$ cat src/rtl/ps2_mouse_responder.sv
// Device-side PS/2 mouse engine: decodes host commands, queues ack/BAT/ID/movement replies for the PHY.
// Latency: iRx to oTx is 2 cycles when iIdle; PHY handshake is per byte (iTxOk pops, iTxFail retries).
// Backpressure: bytes wait in SEND until iIdle. Define PS2_MOUSE_STREAM_EN for stream-mode reports.
module ps2_mouse_responder #(
    parameter int BAT_DELAY = 1000
`ifdef PS2_MOUSE_STREAM_EN
    ,
    parameter int STREAM_PERIOD = 833333
`endif
) (
    input  logic       iClk,
    input  logic       iRst,
    input  logic       iRx,
    input  logic [7:0] iRxData,
    input  logic       iIdle,
    output logic       oTx,
    output logic [7:0] oTxData,
    input  logic       iTxOk,
    input  logic       iTxFail,
    input  logic [7:0] iDx,
    input  logic [7:0] iDy,
    input  logic [2:0] iButtons,
    input  logic       iMoveStb,
    output logic       oStream,
    output logic       oBusy
);

    localparam logic [2:0] S_BAT  = 3'd0;
    localparam logic [2:0] S_IDLE = 3'd1;
    localparam logic [2:0] S_SEND = 3'd2;
    localparam logic [2:0] S_WAIT = 3'd3;
    localparam logic [2:0] S_ARG  = 3'd4;

    localparam int BAT_W = (BAT_DELAY > 1) ? $clog2(BAT_DELAY) : 1;
    localparam logic [BAT_W-1:0] BAT_LAST = BAT_W'(BAT_DELAY - 1);

    logic [2:0]       state_q, state_d;
    logic [BAT_W-1:0] bat_cnt_q, bat_cnt_d;
    logic [7:0]       last_q, last_d;
    logic             after_ff_q, after_ff_d;
    logic             to_arg_q, to_arg_d;
    logic             tx_q, tx_d;
    logic [7:0]       txd_q, txd_d;

    logic [7:0]       q_q [4];
    logic [2:0]       cnt_q;
    logic             pop, load;
    logic [31:0]      load_dat;
    logic [2:0]       load_n;

    logic [9:0]       x_q, x_d, y_q, y_d, x_base, y_base, x_sum, y_sum;
    logic             xo_q, xo_d, yo_q, yo_d, xo_base, yo_base, xo_n, yo_n;
    logic             build, clr_cmd, acc_clr;
    logic [7:0]       b0, b1, b2;

`ifdef PS2_MOUSE_STREAM_EN
    localparam int PER_W = $clog2(STREAM_PERIOD + 1);
    localparam logic [PER_W-1:0] PER_RELOAD = PER_W'(STREAM_PERIOD);
    logic             stream_q, stream_d;
    logic [PER_W-1:0] per_q, per_d;
    logic [2:0]       btn_q;
    logic             moved;
    assign moved   = (x_q != '0) || (y_q != '0) || xo_q || yo_q;
    assign oStream = stream_q;
`else
    assign oStream = 1'b0;
`endif

    // Returns {overflow, sum}, clamped to the 9-bit two's complement range -256..+255.
    function automatic logic [10:0] sat_add(input logic [9:0] acc, input logic [7:0] d);
        logic signed [10:0] s;
        s = $signed({acc[9], acc}) + $signed({{3{d[7]}}, d});
        if (s > 11'sd255)       sat_add = {1'b1, 10'h0FF};
        else if (s < -11'sd256) sat_add = {1'b1, 10'h300};
        else                    sat_add = {1'b0, s[9:0]};
    endfunction

    assign b0      = {yo_q, xo_q, y_q[9], x_q[9], 1'b1, iButtons};
    assign b1      = x_q[7:0];
    assign b2      = y_q[7:0];
    assign acc_clr = build | clr_cmd;

    always_comb begin
        x_base  = acc_clr ? '0 : x_q;
        y_base  = acc_clr ? '0 : y_q;
        xo_base = acc_clr ? 1'b0 : xo_q;
        yo_base = acc_clr ? 1'b0 : yo_q;
        {xo_n, x_sum} = sat_add(x_base, iDx);
        {yo_n, y_sum} = sat_add(y_base, iDy);
        x_d  = x_base;
        y_d  = y_base;
        xo_d = xo_base;
        yo_d = yo_base;
        if (iMoveStb) begin
            x_d  = x_sum;
            y_d  = y_sum;
            xo_d = xo_base | xo_n;
            yo_d = yo_base | yo_n;
        end
    end

    always_comb begin
        state_d    = state_q;
        bat_cnt_d  = bat_cnt_q;
        last_d     = last_q;
        after_ff_d = after_ff_q;
        to_arg_d   = to_arg_q;
        tx_d       = 1'b0;
        txd_d      = txd_q;
        pop        = 1'b0;
        load       = 1'b0;
        load_dat   = '0;
        load_n     = '0;
        build      = 1'b0;
        clr_cmd    = 1'b0;
`ifdef PS2_MOUSE_STREAM_EN
        stream_d   = stream_q;
        per_d      = (per_q != '0) ? per_q - 1'b1 : per_q;
`endif
        case (state_q)
            S_BAT: begin
                if (bat_cnt_q == BAT_LAST) begin
                    load     = 1'b1;
                    load_dat = 32'hAA00_0000;
                    load_n   = 3'd2;
                    state_d  = S_SEND;
                end else begin
                    bat_cnt_d = bat_cnt_q + 1'b1;
                end
            end
            S_IDLE: begin
`ifdef PS2_MOUSE_STREAM_EN
                if (stream_q && (per_q == '0) && (moved || (iButtons != btn_q))) begin
                    build    = 1'b1;
                    load     = 1'b1;
                    load_dat = {b0, b1, b2, 8'h00};
                    load_n   = 3'd3;
                    per_d    = PER_RELOAD;
                    state_d  = S_SEND;
                end
`endif
            end
            S_SEND: begin
                if (iIdle) begin
                    tx_d    = 1'b1;
                    txd_d   = q_q[0];
                    state_d = S_WAIT;
                end
            end
            S_WAIT: begin
                if (iTxOk) begin
                    last_d = q_q[0];
                    pop    = 1'b1;
                    if (cnt_q == 3'd1) begin
                        if (after_ff_q) begin
                            state_d    = S_BAT;
                            bat_cnt_d  = '0;
                            after_ff_d = 1'b0;
                        end else if (to_arg_q) begin
                            state_d  = S_ARG;
                            to_arg_d = 1'b0;
                        end else begin
                            state_d = S_IDLE;
                        end
                    end else begin
                        state_d = S_SEND;
                    end
                end else if (iTxFail) begin
                    state_d = S_SEND;
                end
            end
            S_ARG: ;
            default: state_d = S_IDLE;
        endcase

        // A new host byte pre-empts everything: flush, abandon the in-flight byte, decode afresh.
        if (iRx) begin
            tx_d       = 1'b0;
            txd_d      = txd_q;
            pop        = 1'b0;
            last_d     = last_q;
            build      = 1'b0;
            after_ff_d = 1'b0;
            to_arg_d   = 1'b0;
            load       = 1'b1;
            load_n     = 3'd1;
            load_dat   = 32'hFA00_0000;
            state_d    = S_SEND;
`ifdef PS2_MOUSE_STREAM_EN
            per_d      = (per_q != '0) ? per_q - 1'b1 : per_q;
`endif
            if (state_q != S_ARG) begin
                case (iRxData)
                    8'hFF: begin
                        after_ff_d = 1'b1;
                        clr_cmd    = 1'b1;
`ifdef PS2_MOUSE_STREAM_EN
                        stream_d   = 1'b0;
`endif
                    end
                    8'hF6: begin
                        clr_cmd = 1'b1;
`ifdef PS2_MOUSE_STREAM_EN
                        stream_d = 1'b0;
`endif
                    end
                    8'hF5: begin
`ifdef PS2_MOUSE_STREAM_EN
                        stream_d = 1'b0;
`endif
                    end
                    8'hF4: begin
`ifdef PS2_MOUSE_STREAM_EN
                        stream_d = 1'b1;
                        per_d    = PER_RELOAD;
`endif
                    end
                    8'hEB: begin
                        build    = 1'b1;
                        load_dat = {8'hFA, b0, b1, b2};
                        load_n   = 3'd4;
                    end
                    8'hF2: load_n = 3'd2;
                    8'hF3, 8'hE8: to_arg_d = 1'b1;
                    8'hFE: load_dat = {last_q, 24'h0};
                    default: load_dat = 32'hFE00_0000;
                endcase
            end
        end
    end

    always_ff @(posedge iClk or posedge iRst) begin
        if (iRst) begin
            state_q    <= S_BAT;
            bat_cnt_q  <= '0;
            last_q     <= 8'h00;
            after_ff_q <= 1'b0;
            to_arg_q   <= 1'b0;
            tx_q       <= 1'b0;
            txd_q      <= 8'h00;
            x_q        <= '0;
            y_q        <= '0;
            xo_q       <= 1'b0;
            yo_q       <= 1'b0;
            cnt_q      <= '0;
            for (int i = 0; i < 4; i++) q_q[i] <= 8'h00;
        end else begin
            state_q    <= state_d;
            bat_cnt_q  <= bat_cnt_d;
            last_q     <= last_d;
            after_ff_q <= after_ff_d;
            to_arg_q   <= to_arg_d;
            tx_q       <= tx_d;
            txd_q      <= txd_d;
            x_q        <= x_d;
            y_q        <= y_d;
            xo_q       <= xo_d;
            yo_q       <= yo_d;
            if (load) begin
                q_q[0] <= load_dat[31:24];
                q_q[1] <= load_dat[23:16];
                q_q[2] <= load_dat[15:8];
                q_q[3] <= load_dat[7:0];
                cnt_q  <= load_n;
            end else if (pop) begin
                q_q[0] <= q_q[1];
                q_q[1] <= q_q[2];
                q_q[2] <= q_q[3];
                q_q[3] <= 8'h00;
                cnt_q  <= cnt_q - 3'd1;
            end
        end
    end

`ifdef PS2_MOUSE_STREAM_EN
    always_ff @(posedge iClk or posedge iRst) begin
        if (iRst) begin
            stream_q <= 1'b0;
            per_q    <= '0;
            btn_q    <= '0;
        end else begin
            stream_q <= stream_d;
            per_q    <= per_d;
            if (build) btn_q <= iButtons;
        end
    end
`endif

    assign oTx     = tx_q;
    assign oTxData = txd_q;
    assign oBusy   = (cnt_q != 3'd0) || (state_q == S_BAT);

endmodule

$ cat config.mk
export PLATFORM = sky130hd
export DESIGN_NAME = ps2_mouse_responder
export DESIGN_NICKNAME = d
export VERILOG_FILES = /design/src/rtl/ps2_mouse_responder.sv
export SDC_FILE = /design/constraint.sdc
export NUM_CORES = 1
export LEC_CHECK = 0
export ABC_AREA = 0
export BUFFER_PORTS_ARGS = -buffer_cell sky130_fd_sc_hd__buf_2
export CELL_PAD_IN_SITES_DETAIL_PLACEMENT = 0
export CELL_PAD_IN_SITES_GLOBAL_PLACEMENT = 1
export CORE_ASPECT_RATIO = 0.8
export CORE_MARGIN = 5
export CORE_UTILIZATION = 43
export DETAILED_ROUTE_END_ITERATION = 8
export GPL_TIMING_DRIVEN = 0
export PLACE_DENSITY_LB_ADDON = 0.12
export SETUP_SLACK_MARGIN = 0.02
export SLEW_MARGIN = 25
export SYNTH_ARGS = -nofsm -noshare
export SYNTH_HDL_FRONTEND = slang
export SYNTH_SLANG_ARGS = --single-unit
$ cat constraint.sdc
create_clock -name iClk -period 3.65 [get_ports iClk]
set_input_delay 0.365 -clock iClk [delete_from_list [all_inputs] [get_ports iClk]]
set_output_delay 0.365 -clock iClk [all_outputs]
set_load 0.005 [all_outputs]
* Yosys cells after proc, flatten, opt, wreduce, memory -nomap -nowiden
Cells that the tools add are included.
Operators by class: add/subtract/negate cells 4, $lt $le $gt $ge 4, eq/ne operators 25, muxes and demuxes 68, bitwise logic cells 4, reductions and logical operators 18
Operators by type and width (number):
- 2-to-1 mux 32 bit | 6
- one-hot mux 32 bit (3 select lines) | 1
- 2-to-1 mux 10 bit | 8
- equality test 8 bit (second input constant) | 9
- 2-to-1 mux 11 bit | 4
- 2-to-1 mux 3 bit | 12
- 2-to-1 mux 1 bit | 32
- adder 10 x 8 -> 11 bit | 2
- greater-than comparator 11 x 9 -> 1 bit (second input constant) | 2
- < comparator 11 x 9 -> 1 bit (second input constant) | 2
- one-hot mux 10 bit (2 select lines) | 1
- one-hot mux 3 bit (4 select lines) | 1
- adder 10 x 1 -> 10 bit (second input constant) | 1
- equality test 10 bit (second input constant) | 1
- inequality test 2 bit (second input constant) | 5
- nonzero test 2 bit | 5
- inequality test 3 bit (second input constant) | 3
- AND reduction 3 bit | 3
- AND reduction 4 bit | 2
- OR reduction 7 bit | 1
- equality test 3 x 1 -> 1 bit (second input constant) | 2
- equality test 3 x 2 -> 1 bit (second input constant) | 2
- one-hot mux 3 bit (2 select lines) | 1
- OR reduction 2 bit | 3
- 11 further kinds | 14
Storage, ports and cells: register bits 89, bits of input ports 34, logic and storage cells 139

* Depth between registers and ports, before layout
Gate-level depths: netlist of run 1.
depth in word-level cells 13, mapped depth 18, depth with buffers taken out 15

* Worst setup path after synthesis of run 1
Ideal clock, no wire load.
path kind reg-to-reg, start reg state_q[1], end reg x_q[2], arrival time 3.515 ns, required time 3.584 ns, setup slack 0.069 ns, stages on the path, launching flop included 18, buffers on the path 2, clock period less this slack 3.581 ns, cells stage by stage dfrtp_1 > buf_2 > nor3b_4 > nand2b_4 > or2_4 > a21o_1 > clkbuf_1 > and2_1 > ha_1 > inv_1 > fa_1 > and2b_1 > o2111ai_1 > and2_1 > o311ai_4 > nor2_1 > nor2_1 > a221o_1
On the way: cells in the longest elaborated chain, start to end 10
Ends and longest elaborated chain:
- start, declared | line 37 | logic [2:0] state_q, state_d;
- start signal, assigned | line 248 | state_q <= state_d;
- inequality test 3 bit * | line 192 | if (state_q != S_ARG) begin
- 2-to-1 mux 1 bit | line 192
- 2-to-1 mux 1 bit | line 177 | if (iRx) begin
- OR 1 bit * | line 81 | assign acc_clr = build | clr_cmd;
- 2-to-1 mux 10 bit * | line 84 | x_base = acc_clr ? '0 : x_q;
- adder 10 x 8 -> 11 bit | line 72 | s = $signed({acc[9], acc}) + $signed({{3{d[7]}}, d});
- < comparator 11 x 9 -> 1 bit | line 74 | else if (s < -11'sd256) sat_add = {1'b1, 10'h300};
- 2-to-1 mux 11 bit | line 74
- 2-to-1 mux 11 bit | line 73 | if (s > 11'sd255) sat_add = {1'b1, 10'h0FF};
- 2-to-1 mux 10 bit * | line 94 | if (iMoveStb) begin
- named net x_d[2] | line 51 | logic [9:0] x_q, x_d, y_q, y_d, x_base, y_base, x_sum, y_sum;
- end signal, assigned | line 241 | x_q <= '0;
- end signal, assigned | line 255 | x_q <= x_d;
- end, declared | line 51
The timed path passes the listed nets; every way through them passes the cells marked *. A chain may end at the register's enable or synchronous reset.

* Worst setup path in the final report of run 1
start reg state_q[2], end reg x_q[3]
Same word-level chain as after synthesis.

==> run summary, run 1 <==
The data required time of the critical path came out at between 3 and 4 ns. The standard-cell row count is 37. The cell sitting at the root of the clock tree is a clkbuf_16. The area of the core came out at between 0.01 and 0.015 sq mm. The post-DP HPWL is 10400 um. The post-route setup TNS came out at 0 ns. The end-of-flow core utilization is around 56%.

The clock insertion delay at the later pin of the skew report came out at roughly 0.35 ns. The design area is a little over 0.007 sq mm. The first-pass GRT wire length came out at 24000 um. The leakage component of the power came out at 2.96 nW.

Derived from the worst setup path, the maximum achievable clock frequency is 279 MHz. The worst relative slew slack is a little over half. Entering global routing, the biggest net connects 71 pins.

Yosys attributes the largest share of cell area to dfrtp_1 (40%), ha_1 (5.4%), nor2_1 (3.7%), a21oi_1 (3.7%), mux2_2 (3.2%). The kind of cell adding the most delay to the critical path is compound AO/OA/AOI/OAI gates. The count of final max-slew check failures came out at 0. The worst-path maximum fanout is 7.

In this design, the stage delay of the slowest critical-path cell is around 0.5 ns. CTS built an H-tree with a depth of 3. The post-route worst setup slack came out at around 0.06 ns. The number of global-route vias before repair came out at about 4600.

In this run the power density over the cells is just over 700 mW/mm^2. The worst-margin pin slew came out at 0.716 ns. Using the TritonRoute via totals, the vias-per-cell ratio works out to 5.62. The final setup violation count is 0. The average cell area after synthesis is approximately 9.6 sq um.

The setup path with the least slack is of type reg -> reg. Synthesis handed over a netlist of 580 instances. The routed wire length per instance came out at approximately 18 um. The clock skew came out at 0.0102 ns. The overall routed net length came out at roughly 15000 um. The initial core utilization is between 40% and 50%. The setup slack on the worst flop-to-flop path is roughly 0.060 ns. The max-capacitance violation count came out at 0.

The Yosys warning count is 0. The startpoint kind of the worst setup timing path is a flip-flop. In this run the remaining antenna-violating nets after routing total 0. The via total after detailed routing came out at just under 5000. Counting flops and latches in the post-synthesis netlist gives 89. At the placement stage, the worst setup path has a slack of -0.801 ns. The horizontal die dimension came out at between 100 and 150 um. The clock drives 89 sinks. The distinct cell type count of the synthesized netlist is slightly below 80.

Data on the critical path arrives at its endpoint at 3.82 ns. The global-route usage over all layers is 19.4%. The flow ran to the end, and the final reports show no timing, DRC or antenna violations. The library cell used most frequently in the layout, excluding fill and tap cells, is dfrtp_1. The number of antenna diodes in the final layout is 0. The net count after synthesis is 640.

The type of destination of the critical path is a flip-flop. At the end of routability-driven placement, the weighted congestion stood at a little over 0.8. The async set or reset register ratio after synthesis came out at 100%.

The clock period could shrink to approximately 3.6 ns. The library cells used most frequently in the layout, excluding fill and tap cells, are dfrtp_1 (89), nor2_1 (52), buf_2 (48). The area fraction of the dominant cell type after synthesis is 40.1%. The post-synthesis cell area came out at about 0.0056 sq mm. The number of DRC violations after detailed-routing iteration 0 came out at around 340. The post-detailed-placement cell area is around 0.006 sq mm.

The worst voltage drop across the vdd grid came out at about 0.36 mV. Of all cell types, the one taking the most synthesized area is dfrtp_1. The floorplan step defined a die boundary enclosing 0.0153 sq mm. The kind of path behind the tightest hold check is in -> reg. After clock tree synthesis, the clock-pin slew on the worst setup and hold paths is 0.07 ns. The count of flip-flops with a built-in enable after synthesis is 0.

The total congestion overflow after global routing came out at 0. The largest individual stage delay along the critical path comes from the cell a2111oi_4. The net count reported at finish is approximately 730.

The number of detailed-route iterations in the first pass came out at 5. The clock buffer count from CTS is 9. The area added between synthesis and finish came out at 28.9%. Input and output buffers added on the ports amount to 40.

The combined buffer and inverter count along the critical path is 3. Traced cell by cell, the critical path runs through buf_6 -> nor3b_4 -> nand2b_4 -> or2_4 -> a21o_4 -> buf_8 -> and2_4 -> ha_4 -> buf_4 -> a211oi_4 -> o21bai_2 -> a2111oi_4 -> xnor2_4 -> a21oi_4 -> nor2_4 -> a221o_1. The die extent in y came out at roughly 110 um.

The fraction of the cycle the final worst path needs came out at 98.4%. The part of the Yosys area used for sequential elements is between 40% and 50%. The initial antenna violation count came to 0. The fraction of layout cells with a size suffix above 1 is roughly a third.

TritonCTS built the clock tree. For this run, the leading register cell type out of synthesis is dfrtp_1. Setup repair after global routing could not meet its margin everywhere. The number of hold violations in the final report is 0. The number of primary I/O pins came out at 45. The sum of internal, switching and leakage power came out at 5.18 mW. For this run, design rule violations remaining after detail routing come to 0. The maximum root-to-sink buffer count came out at 2.
-- logic make-up (layout without fill, tap and decap cells) --
group | after synthesis | after routing | share of synthesized area (%)
and+or+nand+nor | 195 | 195 | 18.6
AOI/OAI and AO/OA | 178 | 178 | 23.3
DFF | 89 | 89 | 40.1
buffers and inverters | 47 | 146 | 3.94
adders and majority gates | 26 | 26 | 6.13
xor gates and xnor gates | 25 | 25 | 4.08
muxes | 19 | 19 | 3.78
other | 1 | 1 | 0.0675
-- tightest hold or removal path: stages --
cell,delay [ns]
buf_2,0.10
nand2_1,0.05
a21oi_1,0.05
-- timing repair --
| action | 4_1_cts | 5_1_grt |
|---|---|---|
| gates resized for setup | 50 | 50 |
| gates cloned | 0 | 2 |
| pin swaps | 19 | 38 |
| hold endpoints to repair | 19 | 0 |
| setup endpoints to repair | 22 | 18 |
| setup buffers | 17 | 25 |
| hold buffers | 1 | 0 |
-- metal layers --
layer | share of wire [%] | vias up | track usage, % | wire length [um]
met4 | 0.92 | 0 | 5.05 | 138
met3 | 3.2 | 10 | 2.98 | 475
met1 | 51 | 2411 | 30.4 | 7720
met2 | 44 | 81 | 27.8 | 6670
met5 | 0 | - | 0 | 0
li1 | - | 2301 | - | -
-- synthesized netlist by cell type, types with 5 or more instances --
| cell type | number |
|---|---|
| o21ai_0 | 32 |
| xor2_1 | 8 |
| nor2_1 | 55 |
| o31ai_1 | 5 |
| o22ai_1 | 7 |
| a211oi_1 | 8 |
| inv_1 | 18 |
| nand3_1 | 11 |
| nor3_1 | 9 |
| and2_1 | 21 |
| a31oi_1 | 8 |
| a21oi_1 | 41 |
| a21oi_2 | 12 |
| mux2_2 | 16 |
| dfrtp_1 | 89 |
| o21a_1 | 6 |
| xnor2_1 | 16 |
| buf_2 | 10 |
| clkbuf_1 | 14 |
| a21o_1 | 6 |
| ha_1 | 24 |
| nand4_1 | 8 |
| a221o_1 | 5 |
| nand2b_1 | 7 |
| a22o_1 | 9 |
| nand2_1 | 47 |
-- area by class of cell --
type	count	area, sq um
fillers	1187	5620
multi-input cells	444	3530
flip-flops and latches	89	2230
repair buffers	84	614
clock buffers	9	225
well taps	175	219
plain buffers	28	196
clock inverters	7	72.6
inverters	18	72.6
-- path summary, 6_finish.rpt --
kind                             start           end  cells past startpoint
hold reg to reg                 q_q[4]        q_q[4]                      1
setup / recovery            state_q[2]        x_q[3]                     16
hold / removal             iButtons[0]       q_q[16]                      3
setup reg to reg            state_q[2]        x_q[3]                     16
max in group asynchronous         iRst        y_q[4]                      4
min in group asynchronous         iRst  bat_cnt_q[6]                      3
-- power by group --
part | total [mW] | switching, mW | internal [mW]
sequential | 1.43 | 0.204 | 1.22
combinational | 2.82 | 1.45 | 1.37
clock | 0.929 | 0.447 | 0.482
-- flip-flops by register name, summed over array words and instances (netlist names), 3 cells and up --
signal / flops
y_q: 10
q_q: 32
state_q: 3
oTxData: 8
bat_cnt_q: 10
cnt_q: 3
x_q: 10
last_q: 8
-- metrics by stage --
stage                     hold WS, ns  instances
final                           0.255        854
after CTS                       0.246        828
after detailed placement        0.323        796
after global placement          0.485        795
after global routing            0.264        854
after floorplan                 0.459        580
No activity file was read; power rests on OpenSTA's default activity.
==> inputs of run 2 (changes only) <==
--- a/config.mk
+++ b/config.mk
@@ -11,7 +11,7 @@
 export CELL_PAD_IN_SITES_GLOBAL_PLACEMENT = 1
 export CORE_ASPECT_RATIO = 0.8
 export CORE_MARGIN = 5
-export CORE_UTILIZATION = 43
+export CORE_UTILIZATION = 47
 export DETAILED_ROUTE_END_ITERATION = 8
 export GPL_TIMING_DRIVEN = 0
 export PLACE_DENSITY_LB_ADDON = 0.12
==> constraint.sdc (replaced) <==
create_clock -name iClk -period 3.85 [get_ports iClk]
set_input_delay 0.385 -clock iClk [delete_from_list [all_inputs] [get_ports iClk]]
set_output_delay 0.385 -clock iClk [all_outputs]
set_load 0.005 [all_outputs]
==> run summary, run 2 (synthesis gave the netlist of run 1 again) <==
The worst-path maximum fanout came to 10 (was 7). The count of antenna diodes in the layout is 0 (unchanged). Commonest cells after routing, fill and taps aside: dfrtp_1 (89), nor2_1 (53), buf_2 (49) (was dfrtp_1 (89), nor2_1 (52), buf_2 (48)). The kind of path behind the tightest hold check is in -> async (was in -> reg). The final period demand of the worst path is 3.72 ns (was 3.59 ns). The end-of-flow core utilization came out at 56.3% (was 56.1%).

The number of placed instances with taps included was 769 (was 796). The standard-cell row count is 35 (was 37). The initial core utilization is 48.1% (was 43.5%). The final weighted congestion of routability-driven global placement came out at 0.854 (was 0.807). The die extent in y is 107 um (was 112 um). The post-route setup TNS is 0 ns (unchanged). The type of destination of the critical path is a flip-flop (unchanged). The clock share of power came to 20.9% (was 17.9%).

The via total after detailed routing is 4545 (was 4803). The TritonCTS clock tree is done (unchanged). The highest cell delay on the worst timing path is 0.52 ns (was 0.49 ns). The number of DRC violations after detailed-routing iteration 0 came out at 257 (was 336).

The worst-margin pin slew is 0.646 ns (was 0.716 ns). The internal power consumption is 2.65 mW (was 3.08 mW). The total congestion overflow after global routing was 0 (unchanged).

The highest-delay cell along the critical path is a311o_2 (was a2111oi_4). The max-capacitance violation count was 0 (unchanged). The number of design rule violations left after detail routing came out at 0 (unchanged). The switching share of power came out at 39.8% (was 40.6%). The global-route usage over all layers is 19.7% (was 19.4%).

The total die area came to 0.0141 sq mm (was 0.0153 sq mm). The H-tree depth came to 3 (unchanged). The worst voltage drop across the vdd grid came out at 0.458 mV (was 0.361 mV).

The number of detailed-route iterations in the first pass was 4 (was 5). The design area is 0.00651 sq mm (was 0.00716 sq mm). The final cell count without fillers came out at 795 (was 854). Result of the run: finished, final reports clean (unchanged).

The total clock sinks came out at 89 (unchanged). The routed wire length per instance is 17.3 um (was 17.6 um). The post-DP HPWL is 10300 um (was 10400 um). The power density over cell area came out at 675 mW/mm^2 (was 723 mW/mm^2). Ordered cell list for the critical path: buf_6 -> nor3b_4 -> nand2b_4 -> or2_4 -> a21o_4 -> buf_6 -> and2_1 -> ha_1 -> a21o_1 -> a21oi_1 -> o21ai_2 -> or2_4 -> xnor2_1 -> a311o_2 -> a21oi_2 (was buf_6 -> nor3b_4 -> nand2b_4 -> or2_4 -> a21o_4 -> buf_8 -> and2_4 -> ha_4 -> buf_4 -> a211oi_4 -> o21bai_2 -> a2111oi_4 -> xnor2_4 -> a21oi_4 -> nor2_4 -> a221o_1). The post-detailed-placement cell area came out at 0.00598 sq mm (was 0.00601 sq mm).

The startpoint kind of the worst setup timing path is a flip-flop (unchanged). The pin count of the biggest net entering global routing is 50 (was 71). The number of nets still failing antenna checks after routing came to 0 (unchanged). The register ranked first by flip-flop count is q_q (unchanged).

The worst relative slew slack is 56.6% (was 52.0%). The mean number of vias per cell is 5.72 (was 5.62). Setup repair after global routing missed its margin: false (was true). The final setup violation count is 0 (unchanged).

The maximum root-to-sink buffer count was 2 (unchanged). The area added between synthesis and finish came out at 17.3% (was 28.9%). The fraction of layout cells with a size suffix above 1 is 25.7% (was 35.1%). The number of hold violations in the final report came out at 0 (unchanged).

The clock insertion delay at the later pin of the skew report is 0.34 ns (was 0.35 ns). The data required time of the critical path is 4.13 ns (was 3.88 ns). The register area is 0.00223 sq mm (unchanged). The root cell of the clock tree is clkbuf_16 (unchanged).

The critical path start-end classification is reg -> reg (unchanged). The horizontal die dimension is 132 um (was 137 um). The net switching power figure came out at 1.75 mW (was 2.10 mW). The clock buffer count from CTS is 9 (unchanged). The sum of internal, switching and leakage power is 4.40 mW (was 5.18 mW). The number of primary I/O pins came out at 45 (unchanged). The fraction of the cycle the final worst path needs came out at 96.6% (was 98.4%).

The number of global-route vias before repair came out at 4427 (was 4636). The worst path arrival time is 3.99 ns (was 3.82 ns). The leakage component of the power was 2.75 nW (was 2.96 nW). The overall routed net length is 13800 um (was 15000 um). The net count reported at finish came out at 702 (was 734). The clock skew came out at 0.00897 ns (was 0.0102 ns). The area of the multi-input gates was 0.00323 sq mm (was 0.00353 sq mm).

The number of flip-flops in the largest register came to 32 (unchanged). The first-pass GRT wire length was 22700 um (was 24000 um). The most frequent standard cell in the layout excluding fill and tap cells was dfrtp_1 (unchanged). The initial antenna violation count is 0 (unchanged). The clock-pin slew reported for the worst setup and hold paths after clock tree synthesis came out at 0.07 ns (about the same). The count of final max-slew check failures came out at 0 (unchanged). The area of the core is 0.0116 sq mm (was 0.0128 sq mm). The layout filler cell count is 1030 (was 1187). The number of buffers inserted by port buffering came out at 40 (unchanged). The count of hold-fix buffers inserted at cts came to 0 (was 1). The maximum frequency from static timing analysis was 269 MHz (was 279 MHz). The sequential share of power is 30.6% (was 27.5%). The proportion of power drawn by combinational gates was 48.5% (was 54.5%).
## run 2: per-layer routing
metal	track usage [%]	up-vias	share of wire (%)
met3	3.99	6	3.5
met1	29.0	2212	51
li1	-	2245	-
met2	30.3	82	44
met4	3.74	0	0.70
met5	0	-	0
## run 2: metrics by stage
stage / setup WS, ns / hold WS, ns
after CTS: 0.0208 / 0.0548
after global placement: -0.569 / 0.479
final: 0.131 / 0.0478
after detailed placement: -0.542 / 0.425
after global routing: 0.00500 / 0.0829
after floorplan: 0.269 / 0.459
## run 2: critical path: cells and delay by family (launching register included)
| family | cells | cell delay [ns] |
|---|---|---|
| AO/OA/AOI/OAI | 6 | 1.44 |
| AND/OR/NAND/NOR | 5 | 0.98 |
| adder cells (fa/ha/maj) | 1 | 0.40 |
| flip-flops | 1 | 0.37 |
| buffers and inverters | 2 | 0.29 |
| XOR/XNOR | 1 | 0.15 |
## run 2: layout make-up
cell class | instances | share of cell area, %
flip-flops and latches | 89 | 34.2
well taps | 148 | 2.84
plain buffers | 28 | 2.59
clock inverters | 7 | 1.29
repair buffers | 52 | 4.96
multi-input cells | 444 | 49.6
clock buffers | 9 | 3.46
inverters | 18 | 1.11
## run 2: power groups by stage
stage / Clock, mW / Combinational [mW] / Sequential (mW)
global placement: 0 / 1.82 / 1.35
global route: 0.981 / 2.35 / 1.37
floorplan: 0 / 1.50 / 1.30
finish: 0.917 / 2.13 / 1.35
CTS: 0.939 / 2.01 / 1.34
detailed placement: 0 / 1.88 / 1.36
## run 2: what timing repair did
action                                  in CTS  in global routing
endpoints found under the setup margin      22                 17
pin swaps                                    6                  6
gates resized for setup                      9                 25
setup buffers                                6                  5
## run 2: path summary, 6_finish.rpt
kind / from / to / slack, ns / depth (start not counted)
max in group asynchronous: iRst / oTxData[3] / 3.23 / 3
worst max register to register: state_q[2] / y_q[0] / 0.13 / 15
worst min-delay path: iRst / bat_cnt_q[8] / 0.05 / 2
worst min register to register: q_q[7] / q_q[7] / 0.50 / 1
worst max-delay path: state_q[2] / y_q[0] / 0.13 / 15
min in group iClk: iButtons[0] / q_q[16] / 0.27 / 3
